`src/rtl/uart_pkg.sv`:
```
// uart_pkg: definitions shared by the UART receive and transmit paths.
//   - uart_state_e : receiver/transmitter framing FSM states
//   - DATA_BITS    : payload bits per frame (8N1)
//   - STOP_BITS    : stop bits per frame (8N1)
package uart_pkg;

    localparam int DATA_BITS = 8;
    localparam int STOP_BITS = 1;

    typedef enum logic [2:0] {
        IDLE       = 3'd0,
        START      = 3'd1,
        DATA       = 3'd2,
        STOP       = 3'd3,
        BREAK_WAIT = 3'd4
    } uart_state_e;

endpackage

```
`src/rtl/sync_2ff.sv`:
```
// sync_2ff: two-flop synchronizer for a single asynchronous input.
//   clk   : destination clock
//   reset : synchronous, active-high; both flops load RESET_VALUE
//   d     : asynchronous input
//   q     : synchronized output (2 cycles of latency)
module sync_2ff #(
    parameter logic RESET_VALUE = 1'b1
) (
    input  logic clk,
    input  logic reset,
    input  logic d,
    output logic q
);

    logic meta;

    always_ff @(posedge clk) begin
        if (reset) begin
            meta <= RESET_VALUE;
            q    <= RESET_VALUE;
        end else begin
            meta <= d;
            q    <= meta;
        end
    end

endmodule

```
`src/rtl/uart_receiver.sv`:
```
// uart_receiver: 8N1 UART receive path, LSB first, idle-high line.
//   clk            : system clock
//   reset          : synchronous, active-high
//   uart_rx        : asynchronous serial input
//   rx_data_o      : received byte, stable while rx_valid_o = 1
//   rx_valid_o     : holding register holds an unread byte
//   rx_ready_i     : consumer pops the byte when rx_valid_o & rx_ready_i
//   frame_error_o  : sticky, stop bit sampled low
//   overrun_o      : sticky, completed byte dropped (holding register full)
//   clear_errors_i : one-cycle pulse clearing both sticky flags
module uart_receiver
    import uart_pkg::*;
#(
    parameter int CLOCK_FREQ = 20_000_000,
    parameter int BAUD_RATE  = 115200
) (
    input  logic                 clk,
    input  logic                 reset,
    input  logic                 uart_rx,
    output logic [DATA_BITS-1:0] rx_data_o,
    output logic                 rx_valid_o,
    input  logic                 rx_ready_i,
    output logic                 frame_error_o,
    output logic                 overrun_o,
    input  logic                 clear_errors_i
);

    localparam int CLKS_PER_BIT = CLOCK_FREQ / BAUD_RATE;
    localparam int CW           = $clog2(CLKS_PER_BIT);
    localparam int BW           = $clog2(DATA_BITS);

    localparam logic [CW-1:0] FULL_LAST = CW'(CLKS_PER_BIT - 1);
    localparam logic [CW-1:0] HALF_LAST = CW'(CLKS_PER_BIT / 2 - 1);
    localparam logic [BW-1:0] LAST_BIT  = BW'(DATA_BITS - 1);

    logic                 rx_s;
    uart_state_e          state;
    logic [CW-1:0]        baud_cnt;
    logic [BW-1:0]        bit_idx;
    logic [DATA_BITS-1:0] shift_reg;

    logic baud_done, half_done;
    logic stop_accept, stop_fail, load, pop;

    sync_2ff #(.RESET_VALUE(1'b1)) u_sync (
        .clk   (clk),
        .reset (reset),
        .d     (uart_rx),
        .q     (rx_s)
    );

    assign baud_done   = (baud_cnt == FULL_LAST);
    assign half_done   = (baud_cnt == HALF_LAST);
    assign stop_accept = (state == STOP) && baud_done && rx_s;
    assign stop_fail   = (state == STOP) && baud_done && !rx_s;
    assign pop         = rx_valid_o && rx_ready_i;
    // A pop in the same cycle frees the holding register for the new byte.
    assign load        = stop_accept && (!rx_valid_o || rx_ready_i);

    // Framing FSM. The baud counter restarts at 0 on every state change
    // and at every sampled data bit.
    always_ff @(posedge clk) begin
        if (reset) begin
            state     <= IDLE;
            baud_cnt  <= '0;
            bit_idx   <= '0;
            shift_reg <= '0;
        end else begin
            case (state)
                IDLE: begin
                    baud_cnt <= '0;
                    if (!rx_s) state <= START;
                end
                START: begin
                    if (half_done) begin
                        baud_cnt <= '0;
                        bit_idx  <= '0;
                        // Line back high at mid start bit: a glitch, not a frame.
                        state    <= rx_s ? IDLE : DATA;
                    end else begin
                        baud_cnt <= baud_cnt + 1'b1;
                    end
                end
                DATA: begin
                    if (baud_done) begin
                        baud_cnt  <= '0;
                        shift_reg <= {rx_s, shift_reg[DATA_BITS-1:1]};
                        bit_idx   <= bit_idx + 1'b1;
                        if (bit_idx == LAST_BIT) state <= STOP;
                    end else begin
                        baud_cnt <= baud_cnt + 1'b1;
                    end
                end
                STOP: begin
                    if (baud_done) begin
                        baud_cnt <= '0;
                        // Returning to IDLE mid-stop-bit lets a back-to-back
                        // start bit be caught on time.
                        state    <= rx_s ? IDLE : BREAK_WAIT;
                    end else begin
                        baud_cnt <= baud_cnt + 1'b1;
                    end
                end
                BREAK_WAIT: begin
                    baud_cnt <= '0;
                    if (rx_s) state <= IDLE;
                end
                default: begin
                    baud_cnt <= '0;
                    state    <= IDLE;
                end
            endcase
        end
    end

    // Holding register and sticky flags; set beats clear.
    always_ff @(posedge clk) begin
        if (reset) begin
            rx_data_o     <= '0;
            rx_valid_o    <= 1'b0;
            frame_error_o <= 1'b0;
            overrun_o     <= 1'b0;
        end else begin
            if (load) begin
                rx_data_o  <= shift_reg;
                rx_valid_o <= 1'b1;
            end else if (pop) begin
                rx_valid_o <= 1'b0;
            end

            if (stop_fail)           frame_error_o <= 1'b1;
            else if (clear_errors_i) frame_error_o <= 1'b0;

            if (stop_accept && !load) overrun_o <= 1'b1;
            else if (clear_errors_i)  overrun_o <= 1'b0;
        end
    end

endmodule

```
`config.mk`:
```
export PLATFORM = sky130hd
export DESIGN_NAME = uart_receiver
export DESIGN_NICKNAME = d
export VERILOG_FILES = /design/src/rtl/uart_pkg.sv /design/src/rtl/sync_2ff.sv /design/src/rtl/uart_receiver.sv
export SDC_FILE = /design/constraint.sdc
export NUM_CORES = 1
export LEC_CHECK = 0
export ABC_AREA = 0
export BUFFER_PORTS_ARGS = -buffer_cell sky130_fd_sc_hd__buf_2
export CORE_MARGIN = 2
export CORE_UTILIZATION = 45
export DETAILED_ROUTE_END_ITERATION = 7
export GPL_ROUTABILITY_DRIVEN = 0
export REMOVE_ABC_BUFFERS = 1
export SYNTH_ARGS = -nofsm -noshare
export SYNTH_HDL_FRONTEND = slang
export SYNTH_SLANG_ARGS = --single-unit
export TNS_END_PERCENT = 30
```
`constraint.sdc`:
```
create_clock -name clk -period 2.35 [get_ports clk]
set_input_delay 0.1175 -clock clk [delete_from_list [all_inputs] [get_ports clk]]
set_output_delay 0.1175 -clock clk [all_outputs]
set_load 0.05 [all_outputs]
```
* Yosys cells after proc, flatten, opt, wreduce, memory -nomap -nowiden *
Index checks and enable logic that the tools add are counted.

word-level totals
  bits in registers = 35
  bits of input ports = 5

operators by class
  $add $sub $neg = 2
  eq/ne operators = 13
  muxes and demuxes = 20
  reduce and logical (&&, ||, !) cells = 19

operators by type and width
  kind                 count
  $mux 3               9
  $mux 8               2
  $pmux 8 s2           1
  $pmux 3 s5           1
  $ne 2x2->1 const B   5
  $add 8x1->8 const B  1
  $eq 8x7->1 const B   1
  $eq 8x8->1 const B   1
  $reduce_bool 2->1    4
  $eq 3x2->1 const B   2
  $eq 3x3->1 const B   2
  $logic_and 1x1->1    6
  $pmux 3 s2           1
  $reduce_and 6->1     1
  $mux 1               5
  $add 3x1->3 const B  1
  $eq 3x1->1 const B   1
  $logic_not 1->1      3
  $logic_not 3->1      1
  $reduce_and 3->1     1
  $mux 2               1
  $ne 2x1->1 const B   1
  $reduce_and 2->1     1
  $reduce_or 2->1      1
  $logic_or 1x1->1     1

* Depth between registers and ports, before layout *
  depth in word-level cells = 7
  gate-level depth with buffers = 7
  gate-level depth less buffers = 7

* Cells and area by module *
From an unflattened synthesis, not the netlist that was laid out.

unflattened totals
  cell total of the unflattened synthesis = 154
  area, all modules = 1483.9 um^2

modules (own cells, without submodules)
  module         instances  cells each  area an instance (um^2)
  uart_receiver  1          150         1431.4
  sync_2ff       1          4           52.6

* Worst setup path before layout *
OpenSTA, ideal clock, no wires.

  path kind = flip-flop to flip-flop
  start = register baud_cnt[0]
  end = register state[2]
  arrival time = 1860 ps
  required time = 2280 ps
  setup slack = 420 ps
  cell stages (with the launch flop) = 7
  buffers on the path = 0
  cell sequence = dfxtp_1 -> ha_1 -> nand4bb_1 -> or3_1 -> a32o_2 -> or4_1 -> a21oi_1

between the ends
  cells in the longest elaborated chain, start to end = 3
  elaborated cells on any way between the ends = 6
  those cells by class = 5 x eq/ne; 1 x reduce/logical

RTL lines
  element                                   RTL line                                  source
  start: declaration                        uart_receiver.sv:38                       logic [CW-1:0] baud_cnt;
  start signal: assignment                  uart_receiver.sv:81                       baud_cnt <= baud_cnt + 1'b1;
  start signal: assignment                  uart_receiver.sv:91                       baud_cnt <= baud_cnt + 1'b1;
  start signal: assignment                  uart_receiver.sv:101                      baud_cnt <= baud_cnt + 1'b1;
  $eq 8x7->1 or $eq 8x8->1 (tied branches)  uart_receiver.sv:53, uart_receiver.sv:52
  $ne 2x2->1 (no line)                      --
  $reduce_and 6->1 (no line) *              --
  end signal: assignment                    uart_receiver.sv:79                       state <= rx_s ? IDLE : DATA;
  end signal: assignment                    uart_receiver.sv:99                       state <= rx_s ? IDLE : BREAK_WAIT;
  end: declaration                          uart_receiver.sv:37                       uart_state_e state;

Mark *: on every way between the ends. The rest lies on a longest branch, timed or not.
A chain may end at the register's enable or synchronous reset.

* Worst setup path in the final report *
  start = register baud_cnt[0]
  end = register state[1]

Same word-level chain as after synthesis.

==> summary.txt <==
Outcome
  – Status: completed

STA
  – Slew headroom: 60.4%
  – Final WS setup: 0.230 ns
  – Hold Slack: 0.100 ns
  – Final Hold Fails: 0
  – Fin crit share: 90.2%
  – Pins Over Slew Limit: 0
  – Unrepaired setup endpoints after global routing: no
  – Measured slew at the worst slew-check pin: 0.591 ns
  – Fmax: 0.472 GHz
  – Clock Skew: 0.00587 ns
  – Final min period: 2.12 ns
  – Setup violations, final: 0
  – Accumulated negative setup slack: 0 ns

Detailed routing
  – Number of routed nets with antenna violations: 0
  – Via/cell ratio: 5.09
  – Vias: 1089
  – DRC viols: 0
  – Number of DRC markers in iteration 0: 32
  – Detailed Route WL: 2490 um
  – Avg WL per Cell: 11.6 um
  – Pre-antenna DRT Iters: 4

Pwr
  – Pwr dens: 626 nW/um^2
  – Flop pwr share: 57.8%
  – Logic gate share of total power: 2.5%
  – Peak supply drop: 0.322 mV
  – Clock share of power: 39.7%
  – Net Sw Power: 0.000212 W
  – Pleak: 0.615 nW
  – Pint: 0.000825 W
  – Switch share: 20.4%

Logic synthesis
  – Synth Flop Type: dfxtp_1
  – Leading area contributor after synthesis: dfxtp_1
  – Yosys warnings: 0
  – Sequential share of the synthesized area: 47.7%
  – EDFF count, synth: 0
  – Syn Area/Cell: 9.59 um^2
  – Top cell type's share of synthesized area: 47.7%
  – Number of distinct standard cells referenced by the synthesized netlist: 33
  – Synth async-reset ratio: 0%
  – Cell Area, Synth: 1470 um^2
  – Area contributors post-synth: dfxtp_1 (48%), mux2i_1 (12%), nor2_1 (8.4%), ha_1 (4.3%), xor2_1 (3.0%)
  – Cells after Synth: 153
  – Post-synthesis register bit count: 35

Hold path
  – Hold path startpoint: clear_errors_i
  – Worst Hold Depth: 4
  – Hold EP: frame_error_o
  – HP Class: in -> reg

CTS
  – CTS root buf: clkbuf_4
  – Clock buffer depth: 2
  – H-tree depth: 2
  – Reg clk slew, reported paths: 0.10 ns
  – CTS Buf Count: 5
  – CTS tree: done
  – Cts repair resizes: 0
  – Clock sink count: 35
  – Clk_lat worst skew: 0.34 ns

Floorplan
  – Rows: 20
  – Die area: 3730 um^2
  – Core footprint: 3080 um^2
  – Chip Height: 61.1 um
  – IO Count: 16
  – Die W: 61.1 um
  – Initial Utilization: 47.7%

Flow run
  – Max-cap viol count: 0

Critical path
  – Critical path type: reg -> reg
  – CP max stage delay: 0.52 ns
  – Worst EP arrival: 2.38 ns
  – WP data required: 2.61 ns
  – Crit end category: flip-flop
  – Startpoint types: flip-flop
  – Worst r2r path cells: 6
  – Critical path fanouts, max: 7
  – R2R setup slack: 0.23 ns
  – Critical R2R Launch: baud_cnt[0]
  – Top Family by Delay on Critical Path: simple AND/OR/NAND/NOR gates
  – CP bufs+invs: 0
  – FF-to-FF End: state[1]
  – Critical Path Slowest Stage Cell: or4_1
  – CP Cell Sequence: ha_1 > nand4bb_1 > or3_1 > a32o_2 > or4_1 > a21oi_1

GRT
  – Initial antenna violation count: 0
  – Largest net degree at the start of global routing: 29
  – Tot GR Track Use: 15.8%
  – First-pass GRT wire length: 4220 um
  – Vias in the first global route: 995
  – Overflow after GRT: 0

Cells and area
  – Layout cells sized above 1: 17.1%
  – Commonest non-fill, non-tap cells in the layout: dfxtp_1 (35), nor2_1 (33), mux2i_1 (17)
  – Final net count: 180
  – Most common cell after layout, fill and taps aside: dfxtp_1
  – ANT cells: 0
  – Area grow syn2layout: 12.9%
  – Finished Core Util: 53.8%

Placed design
  – Dpl hpwl: 1730 um
  – Post-place setup slack: 0.248 ns
  – Port Buffers: 15
[timing repair]
| action | 4_1_cts | 5_1_grt |
|---|---|---|
| endpoints found under the hold margin | 1 | 0 |
| hold buffers | 1 | 0 |
| setup buffers | 0 | 0 |
[cells in the mapped netlist (all sizes together) (3+ instances only)]
cell type / instances
nand2: 6
nor3: 3
nor2: 33
a21oi: 6
ha: 5
or4: 3
a22oi: 3
xor2: 5
inv: 5
nand4: 3
mux2i: 17
dfxtp: 35
buf: 3
clkbuf: 4
[per-layer routing]
| layer | part of all wire, % | up-vias | track usage (%) |
|---|---|---|---|
| met3 | 3.6 | 6 | 5.04 |
| li1 | - | 562 | - |
| met2 | 47 | 22 | 25.8 |
| met5 | 0 | - | 0 |
| met4 | 2.0 | 0 | 10.2 |
| met1 | 48 | 499 | 17.5 |
[cell families after synthesis]
logic type      synth area share (%)
compound gates                  6.14
xor+xnor                        3.58
fa+ha+maj                       4.26
buf+inv                         3.32
flops                           47.7
mux                             12.4
simple gates                    22.6
[worst reg2reg max path, stage by stage (launching register included)]
cell and delay (ns):
dfxtp_1 0.45, ha_1 0.18, nand4bb_1 0.11, or3_1 0.36
a32o_2 0.28, or4_1 0.52, a21oi_1 0.15
[layout make-up]
class,count,area [um^2]
flip-flops and latches,35,701
clock buffers,6,41.3
repair buffers,17,92.6
fillers,306,1420
inverters,5,18.8
multi-input cells,106,718
clock inverters,1,30.0
well taps,44,55.1
[metrics by stage]
stage,cells,power [W],instance area [um^2]
after floorplan,146,0.000624,1440
after global placement,206,0.000636,1580
after detailed placement,206,0.000637,1580
after CTS,214,0.00105,1660
after global routing,214,0.00107,1660
final,214,0.00104,1660
[worst max-delay path by stage]
stage,from,endpoint,slack (ns),cells past startpoint
2_1_floorplan,baud_cnt[0],state[2],0.42,6
3_3_place_gp,baud_cnt[0],state[2],0.36,6
3_5_place_dp,baud_cnt[0],state[1],0.25,6
4_1_cts,baud_cnt[0],state[1],0.22,6
5_1_grt,baud_cnt[0],state[1],0.06,6
6_report,baud_cnt[0],state[1],0.23,6
[power by group through the flow]
stage                     logic [W]  clock network [W]  registers [W]
after CTS                 0.0000257           0.000428       0.000599
after global placement    0.0000230                  0       0.000613
after detailed placement  0.0000245                  0       0.000613
final                     0.0000256           0.000411       0.000599
after floorplan           0.0000124                  0       0.000612
after global routing      0.0000287           0.000446       0.000600
(Power assumes the default switching activity.)
